`config.mk`:
```
export PLATFORM = sky130hd
export DESIGN_NAME = moore_seq_gen
export DESIGN_NICKNAME = d
export VERILOG_FILES = /design/src/rtl/seqgen_pkg.sv /design/src/rtl/seqgen_next_state.sv /design/src/rtl/moore_seq_gen.sv
export SDC_FILE = /design/constraint.sdc
export NUM_CORES = 1
export LEC_CHECK = 0
export ABC_AREA = 0
export CORE_MARGIN = 2
export CORE_UTILIZATION = 42
export DETAILED_ROUTE_END_ITERATION = 8
export PLACE_DENSITY = 0.8
export SYNTH_ARGS = -nofsm -noshare
export SYNTH_HDL_FRONTEND = slang
export SYNTH_SLANG_ARGS = --single-unit
```
`constraint.sdc`:
```
create_clock -name CLK -period 1.6 [get_ports CLK]
set_input_delay 0.24 -clock CLK [delete_from_list [all_inputs] [get_ports CLK]]
set_output_delay 0.24 -clock CLK [all_outputs]
set_load 0.01 [all_outputs]
```
`src/rtl/seqgen_pkg.sv`:
```
// Shared definitions for the Moore sequence generator: state encoding,
// default symbol width and the fixed symbol table.
package seqgen_pkg;

  typedef enum logic [1:0] {
    IDLE = 2'd0,
    SEND = 2'd1,
    DONE = 2'd2
  } state_e;

  localparam int SYM_W_DEF = 4;
  localparam int TABLE_LEN = 16;

  localparam logic [SYM_W_DEF-1:0] SEQ_TABLE [TABLE_LEN] = '{
    4'h3, 4'h9, 4'h5, 4'hC,
    4'h0, 4'h0, 4'h0, 4'h0,
    4'h0, 4'h0, 4'h0, 4'h0,
    4'h0, 4'h0, 4'h0, 4'h0
  };

  // Table lookup kept in one place so the decode never indexes the array directly.
  function automatic logic [SYM_W_DEF-1:0] seq_sym(input logic [3:0] idx);
    return SEQ_TABLE[idx];
  endfunction

endpackage

```
`src/rtl/seqgen_next_state.sv`:
```
// Next-state and next-index logic for the sequence generator.
// Optional wrap-around on the last symbol is enabled by macro SEQGEN_LOOP_EN.
module seqgen_next_state
  import seqgen_pkg::*;
#(
  parameter int SEQ_LEN = 4
) (
  input  state_e     state_q_i,
  input  logic [3:0] idx_q_i,
  input  logic       start_i,
  input  logic       ready_i,
`ifdef SEQGEN_LOOP_EN
  input  logic       loop_i,
`endif
  output state_e     state_d_o,
  output logic [3:0] idx_d_o,
  output logic       wrap_d_o
);

  localparam logic [3:0] LAST_IDX = 4'(SEQ_LEN - 1);

  // Transition function: advance only on an accepted symbol, hold on stall.
  always_comb begin
    state_d_o = state_q_i;
    idx_d_o   = idx_q_i;
    wrap_d_o  = 1'b0;
    case (state_q_i)
      IDLE: begin
        if (start_i) begin
          state_d_o = SEND;
          idx_d_o   = 4'd0;
        end else begin
          idx_d_o   = 4'd0;
        end
      end
      SEND: begin
        if (ready_i) begin
          if (idx_q_i >= LAST_IDX) begin
`ifdef SEQGEN_LOOP_EN
            if (loop_i) begin
              idx_d_o  = 4'd0;
              wrap_d_o = 1'b1;
            end else begin
              state_d_o = DONE;
              idx_d_o   = 4'd0;
            end
`else
            state_d_o = DONE;
            idx_d_o   = 4'd0;
`endif
          end else begin
            idx_d_o = idx_q_i + 4'd1;
          end
        end else begin
          idx_d_o = idx_q_i;
        end
      end
      DONE: begin
        state_d_o = IDLE;
        idx_d_o   = 4'd0;
      end
      default: begin
        state_d_o = IDLE;
        idx_d_o   = 4'd0;
      end
    endcase
  end

endmodule

```
`src/rtl/moore_seq_gen.sv`:
```
// Moore sequence generator: emits SEQ_LEN symbols from SEQ_TABLE with a
// Valid/Ready handshake, then a one-cycle Done pulse.
// Optional feature macro: SEQGEN_LOOP_EN adds the Loop input (continuous repeat).
module moore_seq_gen
  import seqgen_pkg::*;
#(
  parameter int SEQ_LEN = 4,
  parameter int SYM_W   = SYM_W_DEF
) (
  input  logic             CLK,
  input  logic             Reset,
  input  logic             Start,
  input  logic             Ready,
`ifdef SEQGEN_LOOP_EN
  input  logic             Loop,
`endif
  output logic [SYM_W-1:0] Output,
  output logic             Valid,
  output logic             Busy,
  output logic             Done
);

  state_e           state_q, state_d;
  logic [3:0]       idx_q, idx_d;
  logic             wrap_d;
  logic [SYM_W-1:0] out_q, out_d;
  logic             valid_q, valid_d;
  logic             busy_q, busy_d;
  logic             done_q, done_d;

  seqgen_next_state #(.SEQ_LEN(SEQ_LEN)) u_next (
    .state_q_i (state_q),
    .idx_q_i   (idx_q),
    .start_i   (Start),
    .ready_i   (Ready),
`ifdef SEQGEN_LOOP_EN
    .loop_i    (Loop),
`endif
    .state_d_o (state_d),
    .idx_d_o   (idx_d),
    .wrap_d_o  (wrap_d)
  );

  // Output decode from the upcoming state/index so the flops hold exactly
  // what the registered state implies (pure Moore, no input feed-through).
  always_comb begin
    out_d   = '0;
    valid_d = 1'b0;
    busy_d  = 1'b0;
    done_d  = wrap_d;
    case (state_d)
      SEND: begin
        out_d   = SYM_W'(seq_sym(idx_d));
        valid_d = 1'b1;
        busy_d  = 1'b1;
      end
      DONE: begin
        busy_d = 1'b1;
        done_d = 1'b1;
      end
      default: begin
        out_d   = '0;
        valid_d = 1'b0;
        busy_d  = 1'b0;
      end
    endcase
  end

  // State, index and output registers; reset clears everything immediately.
  always_ff @(posedge CLK or negedge Reset) begin
    if (!Reset) begin
      state_q <= IDLE;
      idx_q   <= 4'd0;
      out_q   <= '0;
      valid_q <= 1'b0;
      busy_q  <= 1'b0;
      done_q  <= 1'b0;
    end else begin
      state_q <= state_d;
      idx_q   <= idx_d;
      out_q   <= out_d;
      valid_q <= valid_d;
      busy_q  <= busy_d;
      done_q  <= done_d;
    end
  end

  assign Output = out_q;
  assign Valid  = valid_q;
  assign Busy   = busy_q;
  assign Done   = done_q;

endmodule

```
### After elaboration in Yosys (flattened, before gate mapping)

Memories as Yosys holds them, arrays and structs flattened.
Index checks and enable logic that the tools add are counted.

* flip-flop bits (word level): 13
* latch bits: 0
* bits in writable memories: 0
* bits in read-only memories: 64
* output and inout bits: 7
* memories: 1

Memories
* (no name shown): depth 16, width 4, read ports 1, clocked after memory_dff 0, write ports 0, RTL line seqgen_pkg.sv:23 `return SEQ_TABLE[idx];`

* $add $sub $neg: 1
* multiply operators: 0
* divide/modulo/power cells: 0
* $lt $le $gt $ge: 2
* equality and inequality tests: 3
* shift operators: 0
* multiplexer cells: 13
* bitwise logic cells: 1
* reduce and logical (&&, ||, !) cells: 2

Operators with widths (number)
* 2-to-1 mux 4 bit: 6
* 2-to-1 mux 2 bit: 3
* >= comparator 5 bit, second input constant: 1
* inverter 4 -> 5 bit: 1
* adder 4 x 1 -> 4 bit, second input constant: 1
* == test 2 x 1 -> 1 bit, second input constant: 2
* >= comparator 4 x 2 -> 1 bit, second input constant: 1
* one-hot mux 2 bit (2 select lines): 1
* 2-to-1 mux 1 bit: 3
* == test 2 bit, second input constant: 1
* zero test 2 bit: 1
* OR reduction 2 bit: 1

### Depth between registers and ports, before layout

Gate-level depths: netlist of the first run.

* depth after elaboration: 9
* gate-level depth with buffers: 7
* mapped depth without buffers: 7

### By module

From an unflattened synthesis of the first run, not the netlist that was laid out.

* cell total of the unflattened synthesis: 39
* area total of the unflattened synthesis: 523.0 um2

By module, submodules not included
* moore_seq_gen: instances 1, cells each 25, area an instance 415.4 um2
* seqgen_next_state: instances 1, cells each 14, area an instance 107.6 um2

### Worst setup path before layout of the first run

OpenSTA, ideal clock, no wires.

* kind: flip-flop to flip-flop
* start point: register idx_q[0]
* end point: register busy_q, in the netlist Busy
* library setup time: 0.113 ns
* arrival: 1.442 ns
* required time: 1.487 ns
* setup slack: 0.045 ns
* cell stages (with the launch flop): 7
* period minus slack after synthesis: 1.555 ns
* cell sequence: dfrtp_1 > ha_1 > o31a_1 > nor2_2 > a21oi_1 > ha_1 > inv_1

* cells in the longest elaborated chain, start to end: 7
* elaborated cells on any way between the ends: 8
* those cells by class: 1 x order compare; 2 x eq/ne; 4 x mux; 1 x reduce/logical

RTL lines
* from (decl): RTL line moore_seq_gen.sv:24 `logic [3:0] idx_q, idx_d;`
* from (signal assigned): RTL line moore_seq_gen.sv:80 `idx_q <= idx_d;`
* >= comparator 4 x 2 -> 1 bit *: RTL line seqgen_next_state.sv:38 `if (idx_q_i >= LAST_IDX) begin`
* 2-to-1 mux 2 bit *: RTL line seqgen_next_state.sv:38
* 2-to-1 mux 2 bit *: RTL line seqgen_next_state.sv:37 `if (ready_i) begin`
* one-hot mux 2 bit (2 select lines) *: RTL line seqgen_next_state.sv:27 `case (state_q_i)`
* == test 2 bit / == test 2 x 1 -> 1 bit (equally long branches): RTL line moore_seq_gen.sv:51 `case (state_d)`
* OR reduction 2 bit (no source line) *
* 2-to-1 mux 1 bit *: RTL line moore_seq_gen.sv:51
* net busy_d: RTL line moore_seq_gen.sv:28 `logic busy_q, busy_d;`
* to (signal assigned): RTL line moore_seq_gen.sv:83 `busy_q <= busy_d;`
* to (decl): RTL line moore_seq_gen.sv:28

Mark *: on every way through the listed nets, which the timed path passes. The rest lies on a longest branch.

### Final worst setup path of the first run

* start point: register idx_q[1]
* end point: register out_q[1], in the netlist Output[1]

* elaborated cells on any way between the ends: 14
* those cells by class: 1 x add/sub; 1 x order compare; 1 x eq/ne; 9 x mux; 1 x bitwise; 1 x memory

RTL lines
* >= comparator 4 x 2 -> 1 bit: RTL line seqgen_next_state.sv:38
* 2-to-1 mux 2 bit: RTL line seqgen_next_state.sv:38
* 2-to-1 mux 2 bit: RTL line seqgen_next_state.sv:37
* one-hot mux 2 bit (2 select lines): RTL line seqgen_next_state.sv:27
* net state_d[0]: RTL line moore_seq_gen.sv:23 `state_e state_q, state_d;`
* == test 2 x 1 -> 1 bit: RTL line moore_seq_gen.sv:51
* 2-to-1 mux 4 bit: RTL line moore_seq_gen.sv:51
* net out_d[1]: RTL line moore_seq_gen.sv:26 `logic [SYM_W-1:0] out_q, out_d;`
* to (signal assigned): RTL line moore_seq_gen.sv:81 `out_q <= out_d;`
* to (decl): RTL line moore_seq_gen.sv:26

The timed path passes the listed nets, and every way through them passes these cells. The select of a mux whose other input is x is not followed.

==> results of run 1 <==
[flip-flops by register name, indices dropped and copies added, names as in the netlist]
| signal | count |
|---|---|
| Busy | 1 |
| state_q | 2 |
| Valid | 1 |
| idx_q | 4 |
| Done | 1 |
| Output | 4 |
[power by group]
group,internal (mW),switching [mW]
Clock,0.0965,0.0990
Combinational,0.313,0.269
Sequential,0.425,0.0484
[cell type report]
class,count,area [sq um],share of cell area (%)
Timing Repair Buffer,15,138,18.2
Inverter,3,11.3,1.49
Clock buffer,4,26.3,3.48
Multi-Input combinational cell,35,235,31.2
Sequential cell,13,325,43.1
Tap cell,15,18.8,2.49
[worst max-delay path, stage by stage, from the launching register on]
cell and delay (ps):
dfrtp_1 420, ha_4 190, o31ai_2 210, nand2_1 100, nand2_1 110, ha_2 210, o31ai_1 90, a21oi_1 130
[logic make-up after synthesis]
group                    share of synthesized area (%)
AO/OA/AOI/OAI                                     12.1
buffers and inverters                             3.36
flip-flops                                        58.2
multiplexers                                      1.79
adder cells (fa/ha/maj)                           6.71
AND/OR/NAND/NOR                                   17.9
[what timing repair did]
| action | in CTS | in global routing |
|---|---|---|
| endpoints found under the setup margin | 4 | 5 |
| gates resized for setup | 2 | 2 |
| setup buffers | 0 | 1 |
| hold buffers | 0 | 0 |
| pin swaps | 0 | 3 |
| hold endpoints to repair | 0 | 0 |
| cloned | 0 | 0 |
[through the flow]
step,setup slack [ps],total power [mW],hold WS (ps),setup TNS (ps),cells
global route,-9.15,1.35,363,-9.15,85
CTS,17.9,1.22,346,0,84
detailed placement,-17.3,1.01,540,-20.1,80
global placement,31.8,0.988,527,0,80
floorplan,45.2,0.757,-55.6,0,52
finish,68.9,1.25,324,0,85
[routing by layer]
metal	global-route usage, %	share of wire [%]
met1	17.5	40
met2	28.6	56
met3	3.33	2.6
met4	12.5	1.1
met5	0	0
[cell usage in the layout (no fill, tap or decap), types with 2 or more instances in the layout]
cell and instances:
nor2_1 4, inv_1 3, clkdlybuf4s50_1 10, nor2b_1 2
nand2_1 5, dfrtp_1 13, clkbuf_4 3, nand2b_1 4
a21oi_1 5, and2_1 2, buf_4 5
[path summary, 6_finish.rpt]
| path | start | to | slack (ps) | cells after the start |
|---|---|---|---|---|
| setup reg to reg | idx_q[1] | Output[1] | 70 | 7 |
| hold reg to reg | idx_q[2] | idx_q[2] | 580 | 1 |
| setup / recovery | idx_q[1] | Output[1] | 70 | 7 |
| max in group asynchronous | Reset | idx_q[0] | 910 | 1 |
| hold / removal | Reset | Busy | 320 | 1 |
| min in group CLK | idx_q[2] | idx_q[2] | 580 | 1 |
==> flow_metrics.py, run 1 <==
metrics = {
    "outcome": {
        "outcome": "completed",
    },
    "setup_path": {
        "cp.arrival_ps": 1730,
        "crit_path_end_kind": "flip-flop",
        "cp_max_fo": 4,
        "cp.required_ps": 1800,
        "cp-start-kind": "flip-flop",
        "path_class": "flip-flop to flip-flop",
    },
    "clock_tree": {
        "cts_max_level": 1,
        "insertion_delay_ps": 270,
        "path_clk_slew_ps": 70,
        "cts_root_buf": "clkbuf_4",
        "numClockSinks": 13,
        "cts_tree": "done",
        "cts.path.max_buffers": 2,
        "cts_buffers": 3,
    },
    "floorplanning": {
        "fp.dieW_um": 40.5,
        "die-area_sq_um": 1640,
        "rows": 13,
        "start_util_pct": 44.1,
        "io_pins": 11,
        "core_area_sq_um": 1270,
        "die_y_um": 40.5,
    },
    "sta": {
        "setup_viol": 0,
        "worst_slew_pin_slew_ps": 555,
        "period_needed_ps": 1530,
        "hold_violations": 0,
        "fmax_mhz": 653,
        "slew_viol_final": 0,
        "relSlewSlack_pct": 62.9,
        "fin_skew_ps": 2.96,
        "layout_worst_path_cycle_share_pct": 95.7,
    },
    "yosys": {
        "synth_area_leaders": "dfrtp_1 (58%), ha_1 (6.7%), a21oi_1 (4.5%)",
        "syn-cell-area_sq_um": 559,
        "syn_nets": 59,
        "avgSynthCellArea_sq_um": 10.8,
        "synthFlopType": "dfrtp_1",
        "synth.most_common_cell": "dfrtp_1",
        "synth_top_cell_area_share_pct": 58.2,
        "synth-seq-cells": 13,
        "synth_common_cells": "dfrtp_1 (13), a21oi_1 (5), nand2_1 (5), nand2b_1 (4), nor2_1 (4)",
        "netlist_instances": 52,
        "async_flop_share_pct": 100,
        "synth-edff-count": 0,
        "ys_seq_area_share_pct": 58.2,
        "synth_area_leader_cell": "dfrtp_1",
        "yosysWarningCount": 0,
        "ys_types": 19,
    },
    "grt": {
        "first_global_vias": 399,
        "grt_overflow": 0,
        "gr-usage-all-layers_pct": 16.6,
        "grt_max_degree": 14,
        "grt_pass1_wl_um": 1660,
        "antenna_found_initial": 0,
    },
    "routing": {
        "wl_per_cell_um": 12.3,
        "num_vias": 420,
        "drt_iter0_markers": 7,
        "dr.pass1.iters": 4,
        "finalWirelength_um": 1050,
        "ant_nets": 0,
        "vias_per_cell": 4.94,
        "drc": 0,
    },
    "flow_run": {
        "max-cap-violations": 0,
    },
    "power_and_ir_drop": {
        "vdd_ir_drop_max_mv": 0.734,
        "leakage_nw": 0.350,
        "p_per_area_nw_per_um2": 1660,
    },
    "final_layout": {
        "fill_cells": 116,
        "area_growth_pct": 34.9,
        "fin_util_pct": 59.5,
        "final_design_area_no_fill_sq_um": 754,
        "drive_gt1_share_pct": 17.1,
        "nets": 78,
        "antenna_cells": 0,
    },
    "min_path": {
        "hp-class": "input port to async pin",
    },
    "placement": {
        "place_area_sq_um": 701,
        "port_buffers": 10,
        "hpwl_um": 784,
        "finalWeightedCongestion": 0.851,
    },
}
Power figures use the tool's default switching activity.
==> run 2: changes to the inputs <==
--- a/config.mk
+++ b/config.mk
@@ -10,6 +10,7 @@
 export CORE_UTILIZATION = 42
 export DETAILED_ROUTE_END_ITERATION = 8
 export PLACE_DENSITY = 0.8
+export SKIP_LAST_GASP = 1
 export SYNTH_ARGS = -nofsm -noshare
 export SYNTH_HDL_FRONTEND = slang
 export SYNTH_SLANG_ARGS = --single-unit
==> constraint.sdc (replaced) <==
create_clock -name CLK -period 1.4 [get_ports CLK]
set_input_delay 0.21 -clock CLK [delete_from_list [all_inputs] [get_ports CLK]]
set_output_delay 0.21 -clock CLK [all_outputs]
set_load 0.01 [all_outputs]
==> run 2 against run 1 <==
Compared with the run above:
- the flow now finishes with violations (setup timing)
- critical path depth shrank 1
- via count grew 11%
- clock skew grew 2.0 ps
- core utilization grew 9.5 points
- count of clock-buffer cells in the layout shrank 1
- largest cell class unchanged
==> flow_metrics.py, run 2 (synthesis gave the netlist of run 1 again) <==
metrics = {
    "grt": {
        "gr-usage-all-layers_pct": 17.5,
        "grt_pass1_wl_um": 1750,
        "first_global_vias": 431,
        "grt_max_degree": 14,
        "grt_overflow": 0,
        "antenna_found_initial": 0,
    },
    "placement": {
        "hpwl_um": 767,
        "port_buffers": 10,
        "dp.cells": 85,
        "finalWeightedCongestion": 0.808,
    },
    "sta": {
        "setup_viol": 5,
        "fin_setup_tns_ps": -469,
        "fmax_mhz": 664,
        "rsz0062_at_grt": "yes",
        "relSlewSlack_pct": 74.7,
        "timing.final.ws_setup_ps": -106,
        "layout_worst_path_cycle_share_pct": 108,
        "slew_viol_final": 0,
        "period_needed_ps": 1510,
        "hold_violations": 0,
        "fin_skew_ps": 4.99,
        "worst_slew_pin_slew_ps": 378,
    },
    "clock_tree": {
        "cts_buffers": 3,
        "cts_max_level": 1,
        "cts_root_buf": "clkbuf_4",
        "path_clk_slew_ps": 80,
        "cts_tree": "done",
        "cts.path.max_buffers": 2,
        "numClockSinks": 13,
        "holdBufCountCts": 0,
        "insertion_delay_ps": 280,
    },
    "final_layout": {
        "nets": 85,
        "final_cell_mix": "dfrtp_1 (13), buf_4 (12), clkdlybuf4s50_1 (8), nand2b_1 (4), a21oi_2 (4)",
        "fill_cells": 92,
        "area_growth_pct": 56.4,
        "final_common_cell": "dfrtp_1",
        "fin_cells": 92,
        "fin_util_pct": 68.9,
        "drive_gt1_share_pct": 39.0,
        "antenna_cells": 0,
    },
    "setup_path": {
        "path_class": "flip-flop to flip-flop",
        "cp-start-kind": "flip-flop",
        "cp.required_ps": 1590,
        "cp_max_fo": 3,
        "crit_path_end_kind": "flip-flop",
        "cp.arrival_ps": 1690,
    },
    "floorplanning": {
        "rows": 13,
        "start_util_pct": 44.1,
        "io_pins": 11,
        "die_y_um": 40.5,
        "fp.dieW_um": 40.5,
        "die-area_sq_um": 1640,
        "core_area_sq_um": 1270,
    },
    "routing": {
        "dr.pass1.iters": 4,
        "vias_per_cell": 5.07,
        "num_vias": 466,
        "drc": 0,
        "finalWirelength_um": 1320,
        "drt_iter0_markers": 4,
        "ant_nets": 0,
        "wl_per_cell_um": 14.3,
    },
    "power_and_ir_drop": {
        "power.share.clock_pct": 13.8,
        "p_per_area_nw_per_um2": 1950,
        "vdd_ir_drop_max_mv": 0.883,
        "net-switching-power_mw": 0.619,
        "internal_power_mw": 1.09,
        "sw_frac_of_total_pct": 36.3,
        "pwr-share-comb_pct": 55.0,
        "seqPwrFrac_pct": 31.2,
        "leakage_nw": 0.417,
    },
    "outcome": {
        "violations": "setup timing",
        "outcome": "finished, violations left",
    },
    "min_path": {
        "hp-class": "input port to async pin",
    },
    "flow_run": {
        "max-cap-violations": 0,
    },
}
-- run 2: cell types whose count changed in the layout (fill, tap and decap cells not counted), moves of 2 or more --
cell / previous run / this run
dlymetal6s2s_1: 0 / 2
buf_4: 5 / 12
nand2_2: 0 / 2
clkdlybuf4s50_1: 10 / 8
a21oi_2: 0 / 4
a21oi_1: 5 / 1
nand2_1: 5 / 3
-- run 2: per-stage QoR --
step | power (mW) | hold WS, ps | setup slack, ps | instance area [sq um]
global placement | 1.18 | 523 | -72.3 | 743
CTS | 1.52 | 213 | -78.1 | 801
finish | 1.71 | 213 | -106 | 875
global route | 1.81 | 230 | -174 | 875
detailed placement | 1.20 | 525 | -141 | 743
floorplan | 0.872 | -85.6 | -27.8 | 564
-- run 2: worst paths after layout --
check                           startpoint    endpoint  slack, ps  cells after the start
worst max-delay path              idx_q[0]        Busy       -110                      6
worst min-delay path                 Reset  state_q[0]        210                      2
worst max register to register    idx_q[0]        Busy       -110                      6
worst min register to register    idx_q[2]    idx_q[2]        590                      1
max in group asynchronous            Reset    idx_q[0]       1020                      2
min in group CLK                  idx_q[2]    idx_q[2]        590                      1
-- run 2: cell type report --
type                       instances  area [sq um]  area share [%]
timing repair buffer              22           195            22.3
inverter                           3          11.3            1.29
multi-input combinational         35           297            33.9
tap                               15          18.8            2.15
clock inverter                     1          5.00           0.572
sequential                        13           325            37.2
clock buffer                       3          22.5            2.58
-- run 2: worst max-delay path, cell delays in order (launching register included) --
cell,delay (ps)
dfrtp_1,420
ha_4,180
o31a_1,290
nand2_2,120
inv_1,80
ha_1,290
inv_1,40
-- run 2: power by group through the flow --
stage / sequential (mW) / combinational, mW / clock (mW)
detailed placement: 0.531 / 0.673 / 0
floorplan: 0.580 / 0.292 / 0
global placement: 0.528 / 0.652 / 0
global route: 0.541 / 1.01 / 0.260
finish: 0.532 / 0.939 / 0.235
CTS: 0.522 / 0.754 / 0.244
-- run 2: repair_timing --
| action | in CTS | in global routing |
|---|---|---|
| endpoints found under the setup margin | 5 | 10 |
| gates resized for setup | 0 | 17 |
| buffers inserted | 4 | 1 |
| pin swaps | 3 | 5 |
-- run 2: per-layer routing --
metal / GRT usage [%] / routed length [um]
met2: 30.2 / 703
met5: 0 / 0
met3: 6.67 / 54
met4: 10.0 / 43
met1: 17.8 / 516
